### config.mk
export PLATFORM = sky130hd
export DESIGN_NAME = matmul_seq_ctrl
export DESIGN_NICKNAME = d
export VERILOG_FILES = /design/src/rtl/matmul_pkg.sv /design/src/rtl/matmul_seq_ctrl_delay.sv /design/src/rtl/matmul_seq_ctrl.sv
export SDC_FILE = /design/constraint.sdc
export NUM_CORES = 1
export LEC_CHECK = 0
export ABC_AREA = 1
export BUFFER_PORTS_ARGS = -buffer_cell sky130_fd_sc_hd__buf_2
export CORE_MARGIN = 10
export CORE_UTILIZATION = 50
export CTS_CLUSTER_DIAMETER = 40
export CTS_CLUSTER_SIZE = 24
export DETAILED_ROUTE_END_ITERATION = 8
export GPL_ROUTABILITY_DRIVEN = 0
export PLACE_DENSITY = 0.66
export SYNTH_ARGS = -nofsm -noshare
export SYNTH_HDL_FRONTEND = slang
export SYNTH_SLANG_ARGS = --single-unit
### constraint.sdc
create_clock -name clk -period 3.65 [get_ports clk]
set_clock_uncertainty 0.2 [all_clocks]
set_input_delay 0.5475 -clock clk [delete_from_list [all_inputs] [get_ports clk]]
set_output_delay 0.5475 -clock clk [all_outputs]
set_load 0.02 [all_outputs]
### src/rtl/matmul_pkg.sv
// Shared types, default latencies and the config legality check
// for the matrix-multiply sequencing controller.
package matmul_pkg;

  typedef enum logic [1:0] {
    IDLE,
    ISSUE,
    DRAIN,
    DONE
  } state_t;

  localparam int RD_LAT_DEF   = 1;
  localparam int TREE_LAT_DEF = 7;

  // A job needs at least one row and one column, and no more than the memories hold.
  function automatic logic cfg_legal(input int unsigned rows,
                                     input int unsigned cols,
                                     input int unsigned max_dim);
    return (rows != 0) && (cols != 0) && (rows <= max_dim) && (cols <= max_dim);
  endfunction

endpackage

### src/rtl/matmul_seq_ctrl_delay.sv
// Fixed-depth shift register of {valid, data}. It has an async clear and a
// synchronous flush, and it reports whether any entry will still be in flight next cycle.
module valid_delay_line #(
  parameter int DEPTH = 8,
  parameter int WIDTH = 12
) (
  input  logic             clk,
  input  logic             rst_n,
  input  logic             flush,
  input  logic             in_valid,
  input  logic [WIDTH-1:0] in_data,
  output logic             out_valid,
  output logic [WIDTH-1:0] out_data,
  output logic             pending
);

  logic [DEPTH-1:0] vld;
  logic [WIDTH-1:0] data [DEPTH];

  always_ff @(posedge clk or negedge rst_n) begin
    if (!rst_n) begin
      vld <= '0;
      for (int k = 0; k < DEPTH; k++) data[k] <= '0;
    end else begin
      vld     <= flush ? '0 : {vld[DEPTH-2:0], in_valid};
      data[0] <= in_data;
      for (int k = 1; k < DEPTH; k++) data[k] <= data[k-1];
    end
  end

  assign out_valid = vld[DEPTH-1];
  assign out_data  = data[DEPTH-1];
  // Only the last stage is leaving this cycle; anything earlier still has to come out.
  assign pending   = |vld[DEPTH-2:0];

endmodule

### src/rtl/matmul_seq_ctrl.sv
// Sequencer for the dot-product datapath: it streams (i, j) read pairs and then
// retires each result to output memory after the read and adder-tree latency.
module matmul_seq_ctrl
  import matmul_pkg::*;
#(
  parameter int ADDR_W     = 6,
  parameter int OUT_ADDR_W = 12,
  parameter int RD_LAT     = RD_LAT_DEF,
  parameter int TREE_LAT   = TREE_LAT_DEF
) (
  input  logic                  clk,
  input  logic                  rst_n,
  input  logic                  start,
  input  logic                  abort,
  input  logic                  pause,
  input  logic [ADDR_W:0]       cfg_rows,
  input  logic [ADDR_W:0]       cfg_cols,
  input  logic                  cfg_accum,
  output logic                  en_a,
  output logic                  en_b,
  output logic [ADDR_W-1:0]     addr_a,
  output logic [ADDR_W-1:0]     addr_b,
  output logic                  en_out,
  output logic                  we_out,
  output logic [OUT_ADDR_W-1:0] addr_out,
  output logic                  out_accum,
  output logic                  busy,
  output logic                  done,
  output logic                  err_cfg
);

  localparam int PIPE_LAT = RD_LAT + TREE_LAT;

  state_t                state, state_next;
  logic [ADDR_W-1:0]     i, j;
  logic [OUT_ADDR_W:0]   idx;
  logic [ADDR_W:0]       rows_q, cols_q;
  logic                  accum_q;
  logic                  legal, accept, start_illegal;
  logic                  issue, i_last, j_last, final_issue, flush;
  logic                  out_valid, pending;
  logic [OUT_ADDR_W-1:0] out_data;

  assign legal         = cfg_legal(32'(cfg_rows), 32'(cfg_cols), 32'(2**ADDR_W));
  assign accept        = (state == IDLE) && start && legal;
  assign start_illegal = (state == IDLE) && start && !legal;
  // The extra index bit is a guard: once it is set, no further issue can corrupt addr_out.
  assign issue         = (state == ISSUE) && !pause && !idx[OUT_ADDR_W];
  assign i_last        = ({1'b0, i} == rows_q - 1'b1);
  assign j_last        = ({1'b0, j} == cols_q - 1'b1);
  assign final_issue   = issue && i_last && j_last;
  assign flush         = abort && (state != IDLE);

  always_ff @(posedge clk or negedge rst_n) begin
    if (!rst_n) begin
      state   <= IDLE;
      i       <= '0;
      j       <= '0;
      idx     <= '0;
      rows_q  <= '0;
      cols_q  <= '0;
      accum_q <= 1'b0;
      err_cfg <= 1'b0;
    end else begin
      state   <= state_next;
      err_cfg <= start_illegal;
      if (accept) begin
        i       <= '0;
        j       <= '0;
        idx     <= '0;
        rows_q  <= cfg_rows;
        cols_q  <= cfg_cols;
        accum_q <= cfg_accum;
      end else if (issue) begin
        idx <= idx + 1'b1;
        if (j_last) begin
          j <= '0;
          i <= i + 1'b1;
        end else begin
          j <= j + 1'b1;
        end
      end
    end
  end

  always_comb begin
    state_next = state;
    unique case (state)
      IDLE:    if (accept) state_next = ISSUE;
      ISSUE:   if (abort) state_next = IDLE;
               else if (final_issue) state_next = DRAIN;
      DRAIN:   if (abort) state_next = IDLE;
               else if (!pending) state_next = DONE;
      DONE:    state_next = IDLE;
      default: state_next = IDLE;
    endcase
  end

  valid_delay_line #(
    .DEPTH (PIPE_LAT),
    .WIDTH (OUT_ADDR_W)
  ) u_write_pipe (
    .clk       (clk),
    .rst_n     (rst_n),
    .flush     (flush),
    .in_valid  (issue),
    .in_data   (idx[OUT_ADDR_W-1:0]),
    .out_valid (out_valid),
    .out_data  (out_data),
    .pending   (pending)
  );

  assign en_a      = issue;
  assign en_b      = issue;
  assign addr_a    = i;
  assign addr_b    = j;
  assign en_out    = out_valid;
  assign we_out    = out_valid;
  assign addr_out  = out_valid ? out_data : '0;
  assign out_accum = out_valid & accum_q;
  assign busy      = (state != IDLE);
  assign done      = (state == DONE);

endmodule

==> results of run 1 <==
==> logic make-up (layout without fill, tap and decap cells) <==
logic type | count (synthesis) | count (layout) | synth area share
AO/OA/AOI/OAI | 40 | 40 | 0.04414
adder cells (fa/ha/maj) | 5 | 5 | 0.01149
XOR/XNOR | 12 | 12 | 0.01931
flip-flops | 147 | 147 | 0.6759
AND/OR/NAND/NOR | 236 | 236 | 0.1883
buffers and inverters | 78 | 153 | 0.06092
==> through the flow <==
stage                 util  setup slack (ns)  hold slack (ns)  power (µW)
CTS                 0.5952             1.117          0.02604        5021
detailed placement  0.5423             1.290           0.1347        3343
global placement    0.5423             1.382           0.1313        3300
global route        0.5952             1.021          0.04655        5290
floorplan                -             1.746          0.05191        3014
finish              0.5952             1.154          0.04938        4968
==> area by class of cell <==
| type | count | area share |
|---|---|---|
| well taps | 140 | 0.02739 |
| clock buffers | 18 | 0.06534 |
| multi-input cells | 293 | 0.2240 |
| repair buffers | 54 | 0.04675 |
| inverters | 67 | 0.03932 |
| clock inverters | 14 | 0.02210 |
| flip-flops and latches | 147 | 0.5751 |
==> routing by layer <==
metal / part of all wire / up-vias
met4: 0.023 / 0
met5: 0 / -
met2: 0.48 / 74
met1: 0.45 / 1682
li1: - / 1725
met3: 0.050 / 21
==> cell usage after synthesis <==
| cell | number |
|---|---|
| a21boi_0 | 3 |
| a21o_2 | 1 |
| a21oi_1 | 2 |
| a22oi_1 | 1 |
| a31oi_1 | 1 |
| and2_1 | 1 |
| buf_2 | 3 |
| buf_4 | 3 |
| buf_6 | 3 |
| clkbuf_1 | 1 |
| clkbuf_2 | 1 |
| dfrtp_1 | 147 |
| ha_1 | 5 |
| inv_1 | 64 |
| inv_2 | 3 |
| nand2_1 | 124 |
| nand2_2 | 6 |
| nand3_1 | 25 |
| nand3_2 | 2 |
| nand3b_1 | 4 |
| nand4_1 | 10 |
| nor2_1 | 51 |
| nor2_2 | 5 |
| nor2_4 | 1 |
| nor3_1 | 3 |
| nor3_2 | 1 |
| o21ai_0 | 22 |
| o21ai_1 | 4 |
| o21ai_2 | 5 |
| o21bai_2 | 1 |
| or2_2 | 3 |
| xnor2_1 | 5 |
| xor2_1 | 7 |
==> power breakdown <==
group	internal [µW]	switching, µW	total (µW)
Combinational	407	719	1130
Sequential	1960	246	2200
Clock	928	713	1640
Total	3290	1680	4970
==> critical path, delay by kind of cell, from the launching register on <==
family	cells	cell delay, ns
buffers and inverters	1	0.25
flip-flops	1	0.42
AND/OR/NAND/NOR	3	0.56
==> flip-flops by register name (all words and copies together), names as in the netlist <==
name	cells
rows_q	7
u_write_pipe.data	84
u_write_pipe.out_data	12
addr_b	6
accum_q	1
cols_q	7
addr_a	6
u_write_pipe.vld	8
err_cfg	1
idx	13
state	2
==> placed cells by master, fill, tap and decap left out, types with 4 or more instances in the layout <==
master     count
o21ai_0       22
nor2_1        51
inv_1         64
nand3b_1       4
xor2_1         7
inv_6          7
nand2_1      124
nor2_2         5
buf_2         50
o21ai_2        5
xnor2_1        5
o21ai_1        4
dfrtp_1      147
nand3_1       25
ha_1           5
clkbuf_16     16
nand2_2        6
nand4_1       10
==> path summary, 6_finish.rpt <==
check	cells past startpoint	end	slack, ns
min in group asynchronous	2	u_write_pipe.out_data[2]	0.44
max in group asynchronous	3	state[1]	2.00
worst max-delay path	4	en_b	1.15
worst min register to register	0	u_write_pipe.data[38]	0.14
worst min-delay path	3	accum_q	0.05
worst max register to register	12	addr_b[2]	1.42
==> out/metrics.cfg, run 1 <==
[global_routing]
busiest_layer=met2
antenna_found_initial=0
gr-total-overflow=0
grt_max_degree=90
grt_pass1_vias=3575
use_met3=0.04766
met1_usage=0.1636
grtUsageTotal=0.1363
grt_pass1_wl_um=17190
grt_use_met2=0.2159

[yosys]
synth_cell_types=33
synthTopCellsByArea=dfrtp_1 68%, nand2_1 8.6%, inv_1 4.4%
yosys_register_bits=147
syn-cell-area_um2=5443
synth_top_cell_area_share=0.6759
netlist_instances=518
ys_seq_area_frac=0.6759
syn-num-nets=543
yosysTopAreaCell=dfrtp_1
syn_avg_cell_area_um2=10.51
yosysWarnings=0

[cts]
cts_resized=0
cts_sinks=147
cts_buffers=17
cts.path.max_buffers=2
cts-htree-levels=4
cts_tree=built
post_cts_buffers=0
clockRootBuffer=clkbuf_8
cts.clk_slew.worst_paths_ns=0.06
cts_hold_buf=1
clk_latency_ns=0.53

[layout]
drive_gt1_frac=0.1889
multi_input_area_um2=1433
n_antenna_cell=0
nFillCells=883
area_growth_pct=17.52
seq_area_um2=3679
fin_area_um2=6396
nets=605
stdcell_count=733

[worst_setup_path]
crit_path_start=state[1]
cp.arrival_ns=1.75
crit_slowest_cell=dfrtp_1
setup.worst_path.start_class=flop
worstPathMaxFanout=13
path_class=flop to output pin
path_cells=nor2_2, nand2_2, nor2_4, buf_2
reg2reg_from=cols_q[0]
critPathMaxStageDelay_ns=0.42
crit_required_ns=2.90
end_kind=output pin

[sta]
fin_tns_setup_ns=0
fin_crit_ns=2.496
finalSetupViolCount=0
tightestPinTransition_ns=0.7737
rsz0062_at_grt=false
finalCritPeriodShare=0.6839
maxSlewViolCount=0
fmax_mhz=400.6
relSlewSlack=0.4837
hold_viol_final=0

[floorplan]
core_um2=10750
rows=38
die_width_um=124.3
die-area_um2=15460
num_io_pins=52
initial_core_util=0.5065
die_y_um=124.3

[place]
dpl.hpwl_um=6423
port_buffers=51
place_inst=700
detailed_place.area_um2=5827

[min_path]
hold_class=input port to flop
min_from=cfg_accum

[power_and_ir_drop]
vdd_drop_max_v=0.0003816
cellPowerDensity_nw_per_um2=776.7
power.leakage_uw=0.003506

[detailed_routing]
avgRoutedWirePerCell_um=13.60
antenna_left=0
wl_um=9967
drc=0
drt_iter0_drc=231
vias_per_cell=4.778
drt_first_pass_iters=4
num_vias=3502

[outcome]
outcome=finished clean

[job]
max-cap-violations=0

Note: power is estimated with default switching activity, not from simulation.
==> run 2, diff against run 1 <==
Settings changed: PLACE_DENSITY 0.66 to 0.69.
Clock period 3.65 ns to 2.15 ns, I/O delays scaled along.
==> out/metrics.cfg, run 2 (synthesized netlist as in run 1, its figures left out) <==
[outcome]
outcome=finished clean  ; unchanged

[floorplan]
rows=38  ; unchanged
die_width_um=124.3  ; unchanged
initial_core_util=0.5065  ; unchanged
core_um2=10750  ; unchanged
num_io_pins=52  ; unchanged
die-area_um2=15460  ; unchanged
die_y_um=124.3  ; unchanged

[cts]
cts_buffers=17  ; unchanged
clk_latency_ns=0.52  ; was 0.53 ns
cts_tree=built  ; unchanged
cts.clk_slew.worst_paths_ns=0.06  ; about the same
cts_sinks=147  ; unchanged
clockRootBuffer=clkbuf_8  ; unchanged
cts-htree-levels=4  ; unchanged
cts.path.max_buffers=2  ; unchanged

[sta]
fin_tns_setup_ns=0  ; unchanged
finalSetupViolCount=0  ; unchanged
finalCritPeriodShare=0.9663
fin_ws_ns=0.07252  ; was 1.154 ns
maxSlewViolCount=0  ; unchanged
fmax_mhz=481.4
fin_crit_ns=2.077
hold_viol_final=0  ; unchanged
relSlewSlack=0.6827  ; was 0.4837
tightestPinTransition_ns=0.4742  ; was 0.7737 ns

[worst_setup_path]
worstPathMaxFanout=3  ; was 13
cp.arrival_ns=1.55  ; was 1.75 ns
crit_slowest_cell=dfrtp_1  ; unchanged
cp_common_cell=nor2_4
crit_path_start=state[0]  ; was state[1]
crit_buf_inv=3  ; was 1
crit_required_ns=1.63  ; was 2.90 ns
path_cells=inv_2, nor2_4, nand2_2, nor2_4, buf_6, buf_4  ; was nor2_2, nand2_2, nor2_4, buf_2
reg2regPathDepth=10  ; was 12
cp.depth=6  ; was 4
end_kind=output pin  ; unchanged
setup.worst_path.start_class=flop  ; unchanged
cp_top_family=flip-flops  ; was simple AND/OR/NAND/NOR gates
reg2reg_from=state[1]  ; was cols_q[0]
critPathMaxStageDelay_ns=0.36  ; was 0.42 ns
path_class=flop to output pin  ; unchanged

[layout]
stdcell_count=763  ; was 733
area_growth_pct=24.83  ; was 17.52%
top_register=u_write_pipe.data  ; unchanged
utilization=0.6323  ; was 0.5952
nets=635  ; was 605
layout_common_cells=147 x dfrtp_1, 124 x nand2_1, 63 x inv_1  ; was 147 x dfrtp_1, 124 x nand2_1, 64 x inv_1
drive_gt1_frac=0.2055  ; was 0.1889
largest_register_ffs=84  ; unchanged
layout_commonest_cell=dfrtp_1  ; unchanged
fin_area_um2=6794  ; was 6396 µm²
n_antenna_cell=0  ; unchanged

[power_and_ir_drop]
vdd_drop_max_v=0.0007120  ; was 0.0003816 V
internal-power_uw=6076  ; was 3290 µW
p_seq_frac=0.417  ; was 0.443
power_switching_uw=2853  ; was 1677 µW
power.leakage_uw=0.003683  ; was 0.003506 µW
cellPowerDensity_nw_per_um2=1314  ; was 776.7 nW/µm²
switching_share=0.3195  ; was 0.3377
combPwrFrac=0.237  ; was 0.227
power_frac_clock=0.346  ; was 0.330

[detailed_routing]
drt_iter0_drc=259  ; was 231
drc=0  ; unchanged
avgRoutedWirePerCell_um=13.75  ; was 13.60 µm
antenna_left=0  ; unchanged
drt_first_pass_iters=4  ; unchanged
vias_per_cell=4.776  ; was 4.778
wl_um=10490  ; was 9967 µm
num_vias=3644  ; was 3502

[global_routing]
grt_pass1_vias=3878  ; was 3575
gr-total-overflow=0  ; unchanged
grtUsageTotal=0.1414  ; was 0.1363
grt_pass1_wl_um=18150  ; was 17190 µm
grt_max_degree=60  ; was 90
antenna_found_initial=0  ; unchanged

[place]
place_inst=707  ; was 700
place_ws_ns=0.03618  ; was 1.290 ns
detailed_place.area_um2=5892  ; was 5827 µm²
dpl.hpwl_um=6905  ; was 6423 µm
port_buffers=51  ; unchanged

[job]
max-cap-violations=0  ; unchanged

[min_path]
hold_path_depth=4  ; was 3
hold_class=input port to flop  ; unchanged
min_from=start  ; was cfg_accum

[run 2: cell types whose count changed in the layout (fill, tap and decap cells not counted), moves of 2 or more]
cell / change
dlygate4sd3_1: +16
buf_4: +12
buf_6: +3
bufinv_16: +3
nor2_2: -3
nor2_4: +3
buf_2: -2
inv_6: -2
inv_8: -2
nand2_2: -2
[run 2: path summary, 6_finish.rpt]
kind / endpoint / slack (ns)
max: en_a / 0.07
min: err_cfg / 0.08
max reg2reg: addr_b[3] / 0.11
min reg2reg: u_write_pipe.data[76] / 0.14
max in group asynchronous: u_write_pipe.vld[0] / 1.01
min in group asynchronous: u_write_pipe.out_data[4] / 0.09
[run 2: layer usage]
layer | share of wire | track usage
met4 | 0.014 | 0.05894
met5 | 0 | 0
met3 | 0.061 | 0.05532
met2 | 0.49 | 0.2233
met1 | 0.43 | 0.1691
[run 2: power groups by stage]
stage | registers, µW | clock network, µW | logic (µW)
global placement | 3740 | 0 | 1890
global route | 3800 | 3270 | 2440
floorplan | 3760 | 0 | 1360
CTS | 3730 | 3160 | 2040
finish | 3730 | 3090 | 2110
detailed placement | 3770 | 0 | 1960
[run 2: worst register-to-register path, delay by kind of cell, from the launching register on]
family	cells	cell delay, ns
AND/OR/NAND/NOR	5	0.65
flip-flops	1	0.41
buffers and inverters	4	0.61
AO/OA/AOI/OAI	1	0.07
[run 2: timing repair]
| item | 4_1_cts | 5_1_grt |
|---|---|---|
| endpoints found under the hold margin | 164 | 0 |
| buffers inserted | 5 | 2 |
| endpoints found under the setup margin | 2 | 24 |
| hold buffers | 17 | 0 |
| pin swaps | 1 | 3 |
| gates resized for setup | 1 | 12 |
[run 2: layout make-up]
class                           count  area, µm²
Inverter                           67      251.5
Clock inverter                     13      195.2
Clock buffer                       19      431.7
Timing Repair Buffer               84      593.1
Sequential cell                   147       3679
Tap cell                          140      175.2
Multi-Input combinational cell    293       1469
Fill cell                         851       3951
[run 2: per-stage QoR]
step / power, µW / hold WS [ns]
floorplan: 5118 / -0.1731
global placement: 5639 / 0.06013
detailed placement: 5727 / 0.06576
CTS: 8932 / 0.01540
global route: 9514 / 0.05360
finish: 8929 / 0.08264
==> run 3, diff against run 2 <==
Settings changed: CORE_UTILIZATION 50 to 52, MAX_ROUTING_LAYER from default to met4, PLACE_DENSITY 0.69 to 0.72.
==> out/metrics.cfg, run 3 (synthesized netlist as in run 1, its figures left out) <==
[outcome]
outcome=finished clean  ; unchanged

[worst_setup_path]
crit_path_start=state[0]  ; unchanged
path_class=flop to output pin  ; unchanged
crit_slowest_cell=dfrtp_1  ; unchanged
path_cells=inv_2, nor2_4, nand2_4, nor2_4, buf_6, buf_6  ; was inv_2, nor2_4, nand2_2, nor2_4, buf_6, buf_4
cp.depth=6  ; unchanged
critPathMaxStageDelay_ns=0.37  ; was 0.36 ns
crit_buf_inv=3  ; unchanged
cp.arrival_ns=1.54  ; was 1.55 ns
end_kind=output pin  ; unchanged
crit_required_ns=1.63  ; about the same
cp_top_family=flip-flops  ; unchanged
reg2reg_from=state[1]  ; unchanged
reg2regPathDepth=9  ; was 10
crit_end=en_b  ; was en_a
reg2reg_slack_ns=0.11  ; about the same
setup.worst_path.start_class=flop  ; unchanged
reg2reg_to=idx[5]  ; was addr_b[3]
worstPathMaxFanout=5  ; was 3

[cts]
cts.path.max_buffers=2  ; unchanged
clockRootBuffer=clkbuf_8  ; unchanged
cts-htree-levels=4  ; unchanged
cts.clk_slew.worst_paths_ns=0.06  ; about the same
cts_tree=built  ; unchanged
clk_latency_ns=0.52  ; about the same
cts_buffers=17  ; unchanged
cts_sinks=147  ; unchanged

[power_and_ir_drop]
p_seq_frac=0.419  ; was 0.417
vdd_drop_max_v=0.0007376  ; was 0.0007120 V
cellPowerDensity_nw_per_um2=1306  ; was 1314 nW/µm²
combPwrFrac=0.243  ; was 0.237
internal-power_uw=6077  ; was 6076 µW
fin_total_pwr_uw=8924  ; was 8929 µW
power.leakage_uw=0.003692  ; was 0.003683 µW
power_switching_uw=2847  ; was 2853 µW
switching_share=0.3190  ; was 0.3195
power_frac_clock=0.338  ; was 0.346

[place]
dpl.hpwl_um=6882  ; was 6905 µm
port_buffers=51  ; unchanged
detailed_place.area_um2=5887  ; was 5892 µm²
place_inst=703  ; was 707

[global_routing]
grt_pass1_wl_um=17540  ; was 18150 µm
grtUsageTotal=0.1533  ; was 0.1414
grt_pass1_vias=3764  ; was 3878
gr-total-overflow=0  ; unchanged
grt_max_degree=53  ; was 60
antenna_found_initial=0  ; unchanged

[sta]
relSlewSlack=0.7005  ; was 0.6827
maxSlewViolCount=0  ; unchanged
tightestPinTransition_ns=0.4476  ; was 0.4742 ns
hold_slack_ns=0.08888  ; was 0.08264 ns
fin_crit_ns=2.065  ; was 2.077 ns
hold_viol_final=0  ; unchanged
finalSetupViolCount=0  ; unchanged
finalCritPeriodShare=0.9606  ; was 0.9663
rsz0062_at_grt=true
fmax_mhz=484.2  ; was 481.4 MHz

[layout]
n_antenna_cell=0  ; unchanged
layout_common_cells=147 x dfrtp_1, 124 x nand2_1, 63 x inv_1  ; unchanged
layout_commonest_cell=dfrtp_1  ; unchanged
drive_gt1_frac=0.2112  ; was 0.2055
area_growth_pct=25.56  ; was 24.83%
fin_area_um2=6834  ; was 6794 µm²
largest_register_ffs=84  ; unchanged
top_register=u_write_pipe.data  ; unchanged
nets=638  ; was 635
stdcell_count=761  ; was 763

[floorplan]
die_y_um=122.3  ; was 124.3 µm
rows=37  ; was 38
die_width_um=122.3  ; was 124.3 µm
num_io_pins=52  ; unchanged
core_um2=10280  ; was 10750 µm²
die-area_um2=14960  ; was 15460 µm²
initial_core_util=0.5296  ; was 0.5065

[detailed_routing]
drt_first_pass_iters=4  ; unchanged
drt_iter0_drc=258  ; was 259
wl_um=10520  ; was 10490 µm
drc=0  ; unchanged
vias_per_cell=4.832  ; was 4.776
num_vias=3677  ; was 3644
antenna_left=0  ; unchanged
avgRoutedWirePerCell_um=13.82  ; was 13.75 µm

[job]
max-cap-violations=0  ; unchanged

[min_path]
hold_class=input port to flop  ; unchanged

[run 3: layout make-up]
cell class	count	area [µm²]
timing repair buffer	87	621.8
clock buffer	20	435.4
inverter	67	251.5
tap	136	170.2
sequential	147	3679
fill	763	3443
multi-input combinational	293	1501
clock inverter	11	175.2
[run 3: worst min path at each step]
stage,startpoint,endpoint,slack (ns),cells after the start
5_1_grt,rst_n,u_write_pipe.out_data[9],0.12,2
2_1_floorplan,rst_n,accum_q,-0.17,0
3_5_place_dp,rst_n,u_write_pipe.out_data[0],0.07,1
4_1_cts,rst_n,u_write_pipe.out_data[9],0.08,2
6_report,pause,idx[12],0.09,6
3_3_place_gp,rst_n,u_write_pipe.out_data[0],0.06,1
[run 3: tightest hold or removal path, stage by stage]
cell,delay (ns)
buf_2,0.07
inv_1,0.06
nand2_4,0.08
nor3_1,0.05
o21ai_0,0.14
inv_1,0.05
[run 3: timing repair]
action | CTS | global route
endpoints found under the hold margin | 165 | 0
setup endpoints to repair | 3 | 31
resized for setup | 4 | 17
buffers inserted | 4 | 5
pin swaps | 1 | 4
hold buffers | 18 | 0
[run 3: routing by layer]
layer | global-route usage | routed length [µm]
met1 | 0.1824 | 4537
met2 | 0.2379 | 5228
met3 | 0.05142 | 622
met4 | 0.05891 | 131
met5 | - | 0
[run 3: metrics by stage]
| step | util | setup WS [ns] | setup TNS, ns |
|---|---|---|---|
| floorplan | - | 0.2460 | 0 |
| global placement | 0.5728 | 0.09053 | 0 |
| detailed placement | 0.5728 | 0.01329 | 0 |
| CTS | 0.6540 | 0.006335 | 0 |
| global route | 0.6650 | -0.01123 | -0.03159 |
| finish | 0.6650 | 0.08481 | 0 |
[run 3: power groups by stage]
stage	combinational (µW)	clock, µW	sequential [µW]
after floorplan	1360	0	3760
after global placement	1900	0	3740
after detailed placement	1960	0	3760
after CTS	2050	3080	3730
after global routing	2460	3200	3810
final	2170	3020	3740
